## src/rtl/rect_fill_engine.sv

```systemverilog
// rtl/rect_fill_engine.sv - rectangle rasteriser with clipping, outline mode and pixel backpressure
//
// Purpose:
//   Takes one rectangle command at a time and emits its pixels in row-major
//   order, one per cycle, to the VGA adapter. Pixels falling off-screen and
//   interior pixels in outline mode still take one scan cycle each, but they
//   are presented with plot=0.
//
// Ports:
//   clk, reset              clock, synchronous active-high reset
//   cmd_valid / cmd_ready   command handshake; cmd_* fields are latched on acceptance
//   cmd_x, cmd_y            rectangle origin
//   cmd_w, cmd_h            rectangle size (either may be 0)
//   cmd_color, cmd_outline  fill colour, border-only select
//   pix_x, pix_y, pix_color registered pixel position and colour
//   plot                    pixel write strobe
//   pix_ready               downstream accepts the presented pixel
//   busy                    high while rasterising
//   done                    one-cycle pulse when a command completes
module rect_fill_engine #(
  parameter int X_W      = 8,
  parameter int Y_W      = 7,
  parameter int C_W      = 3,
  parameter int SCREEN_W = 160,
  parameter int SCREEN_H = 120
) (
  input  logic           clk,
  input  logic           reset,
  input  logic           cmd_valid,
  output logic           cmd_ready,
  input  logic [X_W-1:0] cmd_x,
  input  logic [Y_W-1:0] cmd_y,
  input  logic [X_W-1:0] cmd_w,
  input  logic [Y_W-1:0] cmd_h,
  input  logic [C_W-1:0] cmd_color,
  input  logic           cmd_outline,
  output logic [X_W-1:0] pix_x,
  output logic [Y_W-1:0] pix_y,
  output logic [C_W-1:0] pix_color,
  output logic           plot,
  input  logic           pix_ready,
  output logic           busy,
  output logic           done
);

  typedef enum logic [1:0] {
    IDLE = 2'd0,
    DRAW = 2'd1,
    DONE = 2'd2
  } state_t;

  // Screen limits at the widened arithmetic width, so a carry out of the
  // narrow coordinate also lands outside the screen.
  localparam logic [X_W:0] SCR_W = (X_W+1)'(SCREEN_W);
  localparam logic [Y_W:0] SCR_H = (Y_W+1)'(SCREEN_H);

  state_t         state_q, state_d;
  logic [X_W-1:0] x0_q, x0_d;
  logic [Y_W-1:0] y0_q, y0_d;
  logic [X_W-1:0] w_q, w_d;
  logic [Y_W-1:0] h_q, h_d;
  logic [C_W-1:0] color_q, color_d;
  logic           outline_q, outline_d;
  logic [X_W-1:0] cx_q, cx_d;
  logic [Y_W-1:0] cy_q, cy_d;
  logic [X_W-1:0] pix_x_q, pix_x_d;
  logic [Y_W-1:0] pix_y_q, pix_y_d;
  logic [C_W-1:0] pix_color_q, pix_color_d;
  logic           plot_q, plot_d;

  logic           load_pix;
  logic [X_W:0]   sum_x;
  logic [Y_W:0]   sum_y;
  logic           on_border;

  always_ff @(posedge clk) begin
    if (reset) begin
      state_q     <= IDLE;
      x0_q        <= '0;
      y0_q        <= '0;
      w_q         <= '0;
      h_q         <= '0;
      color_q     <= '0;
      outline_q   <= 1'b0;
      cx_q        <= '0;
      cy_q        <= '0;
      pix_x_q     <= '0;
      pix_y_q     <= '0;
      pix_color_q <= '0;
      plot_q      <= 1'b0;
    end else begin
      state_q     <= state_d;
      x0_q        <= x0_d;
      y0_q        <= y0_d;
      w_q         <= w_d;
      h_q         <= h_d;
      color_q     <= color_d;
      outline_q   <= outline_d;
      cx_q        <= cx_d;
      cy_q        <= cy_d;
      pix_x_q     <= pix_x_d;
      pix_y_q     <= pix_y_d;
      pix_color_q <= pix_color_d;
      plot_q      <= plot_d;
    end
  end

  always_comb begin
    state_d     = state_q;
    x0_d        = x0_q;
    y0_d        = y0_q;
    w_d         = w_q;
    h_d         = h_q;
    color_d     = color_q;
    outline_d   = outline_q;
    cx_d        = cx_q;
    cy_d        = cy_q;
    pix_x_d     = pix_x_q;
    pix_y_d     = pix_y_q;
    pix_color_d = pix_color_q;
    plot_d      = plot_q;
    load_pix    = 1'b0;

    case (state_q)
      IDLE: begin
        if (cmd_valid) begin
          x0_d      = cmd_x;
          y0_d      = cmd_y;
          w_d       = cmd_w;
          h_d       = cmd_h;
          color_d   = cmd_color;
          outline_d = cmd_outline;
          cx_d      = '0;
          cy_d      = '0;
          if (cmd_w == '0 || cmd_h == '0) begin
            state_d = DONE;
            plot_d  = 1'b0;
          end else begin
            state_d  = DRAW;
            load_pix = 1'b1;
          end
        end
      end
      DRAW: begin
        // A presented pixel that is not plotted never waits on pix_ready.
        if (!plot_q || pix_ready) begin
          if (cx_q == w_q - X_W'(1)) begin
            cx_d = '0;
            if (cy_q == h_q - Y_W'(1)) begin
              state_d = DONE;
              plot_d  = 1'b0;
            end else begin
              cy_d     = cy_q + Y_W'(1);
              load_pix = 1'b1;
            end
          end else begin
            cx_d     = cx_q + X_W'(1);
            load_pix = 1'b1;
          end
        end
      end
      DONE: begin
        state_d = IDLE;
      end
      default: begin
        state_d = IDLE;
      end
    endcase

    // Pixel outputs are computed from the next offsets so they appear
    // registered, one cycle after acceptance or advance.
    sum_x     = {1'b0, x0_d} + {1'b0, cx_d};
    sum_y     = {1'b0, y0_d} + {1'b0, cy_d};
    on_border = (cx_d == '0) || (cx_d == w_d - X_W'(1)) ||
                (cy_d == '0) || (cy_d == h_d - Y_W'(1));
    if (load_pix) begin
      pix_x_d     = sum_x[X_W-1:0];
      pix_y_d     = sum_y[Y_W-1:0];
      pix_color_d = color_d;
      plot_d      = (sum_x < SCR_W) && (sum_y < SCR_H) && (!outline_d || on_border);
    end
  end

  assign pix_x     = pix_x_q;
  assign pix_y     = pix_y_q;
  assign pix_color = pix_color_q;
  assign plot      = plot_q;
  assign busy      = (state_q == DRAW);
  assign done      = (state_q == DONE);
  assign cmd_ready = (state_q == IDLE);

endmodule
```

## config.mk

```make
export PLATFORM = sky130hd
export DESIGN_NAME = rect_fill_engine
export DESIGN_NICKNAME = d
export VERILOG_FILES = /design/src/rtl/rect_fill_engine.sv
export SDC_FILE = /design/constraint.sdc
export NUM_CORES = 1
export LEC_CHECK = 0
export ABC_AREA = 0
export CELL_PAD_IN_SITES_DETAIL_PLACEMENT = 0
export CELL_PAD_IN_SITES_GLOBAL_PLACEMENT = 1
export CORE_MARGIN = 2
export CORE_UTILIZATION = 42
export CTS_BUF_LIST = sky130_fd_sc_hd__clkbuf_16
export CTS_CLUSTER_SIZE = 10
export DETAILED_ROUTE_END_ITERATION = 7
export HOLD_SLACK_MARGIN = 0.05
export PLACE_DENSITY = 0.82
export SLEW_MARGIN = 10
export SYNTH_ARGS = -nofsm -noshare
export SYNTH_HDL_FRONTEND = slang
export SYNTH_SLANG_ARGS = --single-unit
```

## constraint.sdc

```tcl
create_clock -name clk -period 4.5 [get_ports clk]
set_input_delay 0.45 -clock clk [delete_from_list [all_inputs] [get_ports clk]]
set_output_delay 0.45 -clock clk [all_outputs]
set_load 0.02 [all_outputs]
```

==> key figures <==
Synth
  • Main flop type after synthesis: dfxtp_1
  • Asr flop ratio synth: 0%
  • Post-synthesis cell area: 0.00496 mm²
  • Post-synth EDFFs: 0
  • Synth Warn #: 0
  • Mapped Cells: approximately 620
  • Register bit total from synthesis: 70
  • Syn nets: 677
  • Mean post-synth cell area: just over 8 µm²
  • Number of unique standard cell types used by synthesis: 75
  • Sequential-to-total area share from yosys stat: 28.2%

Floorplan
  • I/O pin total: 60
  • DIE HEIGHT: 113 µm
  • Overall die width: around 110 µm
  • Full die area: 0.0127 mm²
  • Placeable Area: 0.0115 mm²
  • Cell Rows: 39
  • Initial core utilization: between 40 and 50%

Critical path
  • Largest delay contributor family on the critical path: compound AO/OA/AOI/OAI gates
  • Critical path's slowest cell: dfxtp_1
  • Count of buffer and inverter cells on the critical path: 1
  • Max stage delay on crit path: 0.42 ns
  • Worst setup path start: w_q[2]
  • Worst EP arrival: around 4.5 ns
  • Critical R2R Launch: w_q[2]
  • R2R depth: 19
  • R2R Path End: plot
  • Worst Path Max Fanout: 7
  • Crit Path Category: register to register
  • Crit end category: register
  • Setup crit start kind: register
  • Reg-to-reg slack, setup: 0.29 ns
  • Required time of the critical path: 4.78 ns
  • Crit path cell chain: nor4_4 > nand2_1 > a31oi_2 > o21ai_4 > buf_4 > a21oi_4 > nand2_1 > a31oi_2 > ha_1 > a21o_1 > a21oi_1 > nor2b_1 > o21a_1 > o21a_1 > o21ai_0 > and3_1 > o2111ai_1 > a21oi_1 > o41a_1

Final layout
  • Non-filler cells in the finished layout: 820
  • Syn-to-layout area delta: 21.3%
  • Nets: between 700 and 800
  • Number of fill cells: 1,096
  • Antenna fix cells: 0
  • Layout cells sized above 1: 11.1%

Clock tree
  • CTS tree: yes
  • CTS Buf Count: 9
  • Worst-path clk slew: ~0.06 ns
  • Htree depth: 3
  • Post-CTS Hold Buffers: 0
  • Clock Sinks: 70
  • Clk_lat worst skew: roughly 0.34 ns
  • Clk buf depth: 2
  • Root Buffer: clkbuf_16

STA
  • Slew Viols, Final: 0
  • Max Clk Rate: 0.238 GHz
  • Minimum clock period: roughly 4.2 ns
  • Final setup margin: just under 0.3 ns
  • Crit share post-route: between 90% and 100%
  • Worst slew margin relative to its limit: between 40% and 50%
  • Worst Max-Slew Pin Slew: ~0.8 ns
  • Worst clock skew: 0.00645 ns
  • Final hold vios: 0
  • Setup violators final: 0

Place
  • Number of I/O port buffers: 59
  • Setup WS pre-CTS: 0.155 ns
  • HPWL Detailed: 10,000 µm
  • Placed Instances: around 800
  • Gp weighted congestion: 0.868

Routing
  • Final wirelength: 13,300 µm
  • Antenna viol nets, final: 0
  • Routed vias/inst: 5.51
  • Vias: 4,521
  • Routed len/inst: 16.2 µm
  • DR pass1 iterations: 8
  • DRC violation count after routing: 0
  • DRT iter0 DRCs: 205

Worst hold path
  • Worst hold path class: register to register
  • Min-delay src: x0_q[3]
  • Hold depth: 2
  • Hold Path End: x0_q[3]

GRT
  • Global-route wire length before repair: around 22,000 µm
  • Vias in the first global route: 4,465
  • Total track usage: 21.6%
  • Global route overflow: 0
  • Largest net degree at the start of global routing: 71
  • Antenna violations before repair: 0

Power
  • PnR Total Power: 1.89 mW
  • Max VDD drop: 0.199 mV
  • Pwr dens: 313 mW/mm²
  • P_leak: 2.59 nW

Outcome
  • Run status: finished clean

Job
  • Maxcap violations: 0
## area by class of cell
type | count | area [µm²] | share of cell area, %
Timing Repair Buffer | 79 | 736 | 12.2
Multi-Input combinational cell | 498 | 3360 | 55.8
Inverter | 15 | 56.3 | 0.935
Clock inverter | 6 | 62.6 | 1.04
Clock buffer | 9 | 225 | 3.74
Tap cell | 143 | 179 | 2.97
Sequential cell | 70 | 1400 | 23.3
## per-layer routing
metal / vias up / global-route usage, % / routed length [µm]
met5: - / 0 / 0
met1: 2099 / 28.2 / 6210
met2: 124 / 35.5 / 6100
met4: 0 / 8.86 / 353
met3: 18 / 3.75 / 622
li1: 2280 / - / -
## how the worst max path moves through the flow
stage | endpoint | slack (ns) | depth (start not counted)
CTS | plot | 0.13 | 20
detailed placement | plot | 0.15 | 20
global route | plot | -0.02 | 21
floorplan | plot | 0.31 | 17
finish | plot | 0.29 | 19
global placement | plot | 0.27 | 14
## kinds of logic after synthesis
family / after synthesis / synth area share [%]
AND/OR/NAND/NOR: 261 / 26.3
adder cells (fa/ha/maj): 23 / 6.10
flip-flops: 70 / 28.2
multiplexers: 30 / 6.25
buffers and inverters: 48 / 4.74
AO/OA/AOI/OAI: 131 / 18.8
XOR/XNOR: 53 / 9.63
## flip-flops by register name (all words and copies together) (netlist names), 3 cells and up
name / flops
color_q: 3
cx_q: 8
cy_q: 7
h_q: 7
pix_color: 3
pix_x: 8
pix_y: 7
w_q: 8
x0_q: 8
y0_q: 7
## cell usage after synthesis, types with 4 or more instances
| library cell | count | area (µm²) |
|---|---|---|
| buf_2 | 11 | 55.1 |
| nor4_1 | 5 | 31.3 |
| mux2i_1 | 26 | 260 |
| and3_1 | 12 | 75.1 |
| nor2_1 | 76 | 285 |
| ha_1 | 21 | 263 |
| nand4_1 | 9 | 56.3 |
| clkbuf_1 | 13 | 48.8 |
| nor2b_1 | 15 | 93.8 |
| xnor2_1 | 35 | 307 |
| o21ai_0 | 16 | 80.1 |
| a21o_1 | 5 | 37.5 |
| nand3b_1 | 4 | 30.0 |
| and2_1 | 6 | 37.5 |
| xor2_1 | 17 | 149 |
| a21oi_1 | 53 | 265 |
| o21bai_1 | 6 | 45.0 |
| a211oi_1 | 4 | 30.0 |
| nand3_1 | 10 | 50.1 |
| a31oi_1 | 5 | 31.3 |
| dfxtp_1 | 70 | 1400 |
| nor3b_1 | 7 | 52.6 |
| nand2b_1 | 8 | 50.1 |
| inv_1 | 15 | 56.3 |
| nor3_1 | 10 | 50.1 |
| o21a_1 | 4 | 30.0 |
| nand2_1 | 79 | 297 |
## placed cells by master, fill, tap and decap left out, types with 4 or more instances in the layout
master            n
o21ai_0          15
dfxtp_1          68
a21o_1            5
nor2b_1          15
clkbuf_16         9
nor4_1            5
a31oi_1           4
ha_1             21
inv_1            15
o21a_1            4
nand4_1           9
nand3_1          10
nand3b_1          4
xnor2_1          35
and3_1           11
nand2_1          79
nor3b_1           7
buf_4            20
nor3_1            9
mux2i_1          26
clkdlybuf4s50_1  58
nand2b_1          8
nor2_1           76
xor2_1           17
and2_1            6
a21oi_1          52
o21bai_1          6
## per-stage QoR
step | area, µm² | utilization, % | hold WS, ns | setup TNS [ns]
after floorplan | 4960 | - | 0.444 | 0
after global placement | 5680 | 49.5 | 0.451 | 0
after detailed placement | 5680 | 49.5 | 0.455 | 0
after CTS | 5960 | 52.0 | 0.463 | 0
after global routing | 6020 | 52.5 | 0.491 | -0.0229
final | 6020 | 52.5 | 0.462 | 0
## where the power goes
group / internal [mW] / switching, mW
clock network: 0.425 / 0.277
logic: 0.224 / 0.272
registers: 0.658 / 0.0317
## tightest hold or removal path: cells and delay by family (launching register included)
kind            cells  cell delay, ns
simple gates        1            0.06
flops               1            0.29
compound gates      1            0.06
## what timing repair did
item	4_1_cts	5_1_grt
resized for setup	0	10
endpoints found under the hold margin	0	0
setup endpoints to repair	0	2
setup buffers	0	3
(Power assumes the default switching activity.)
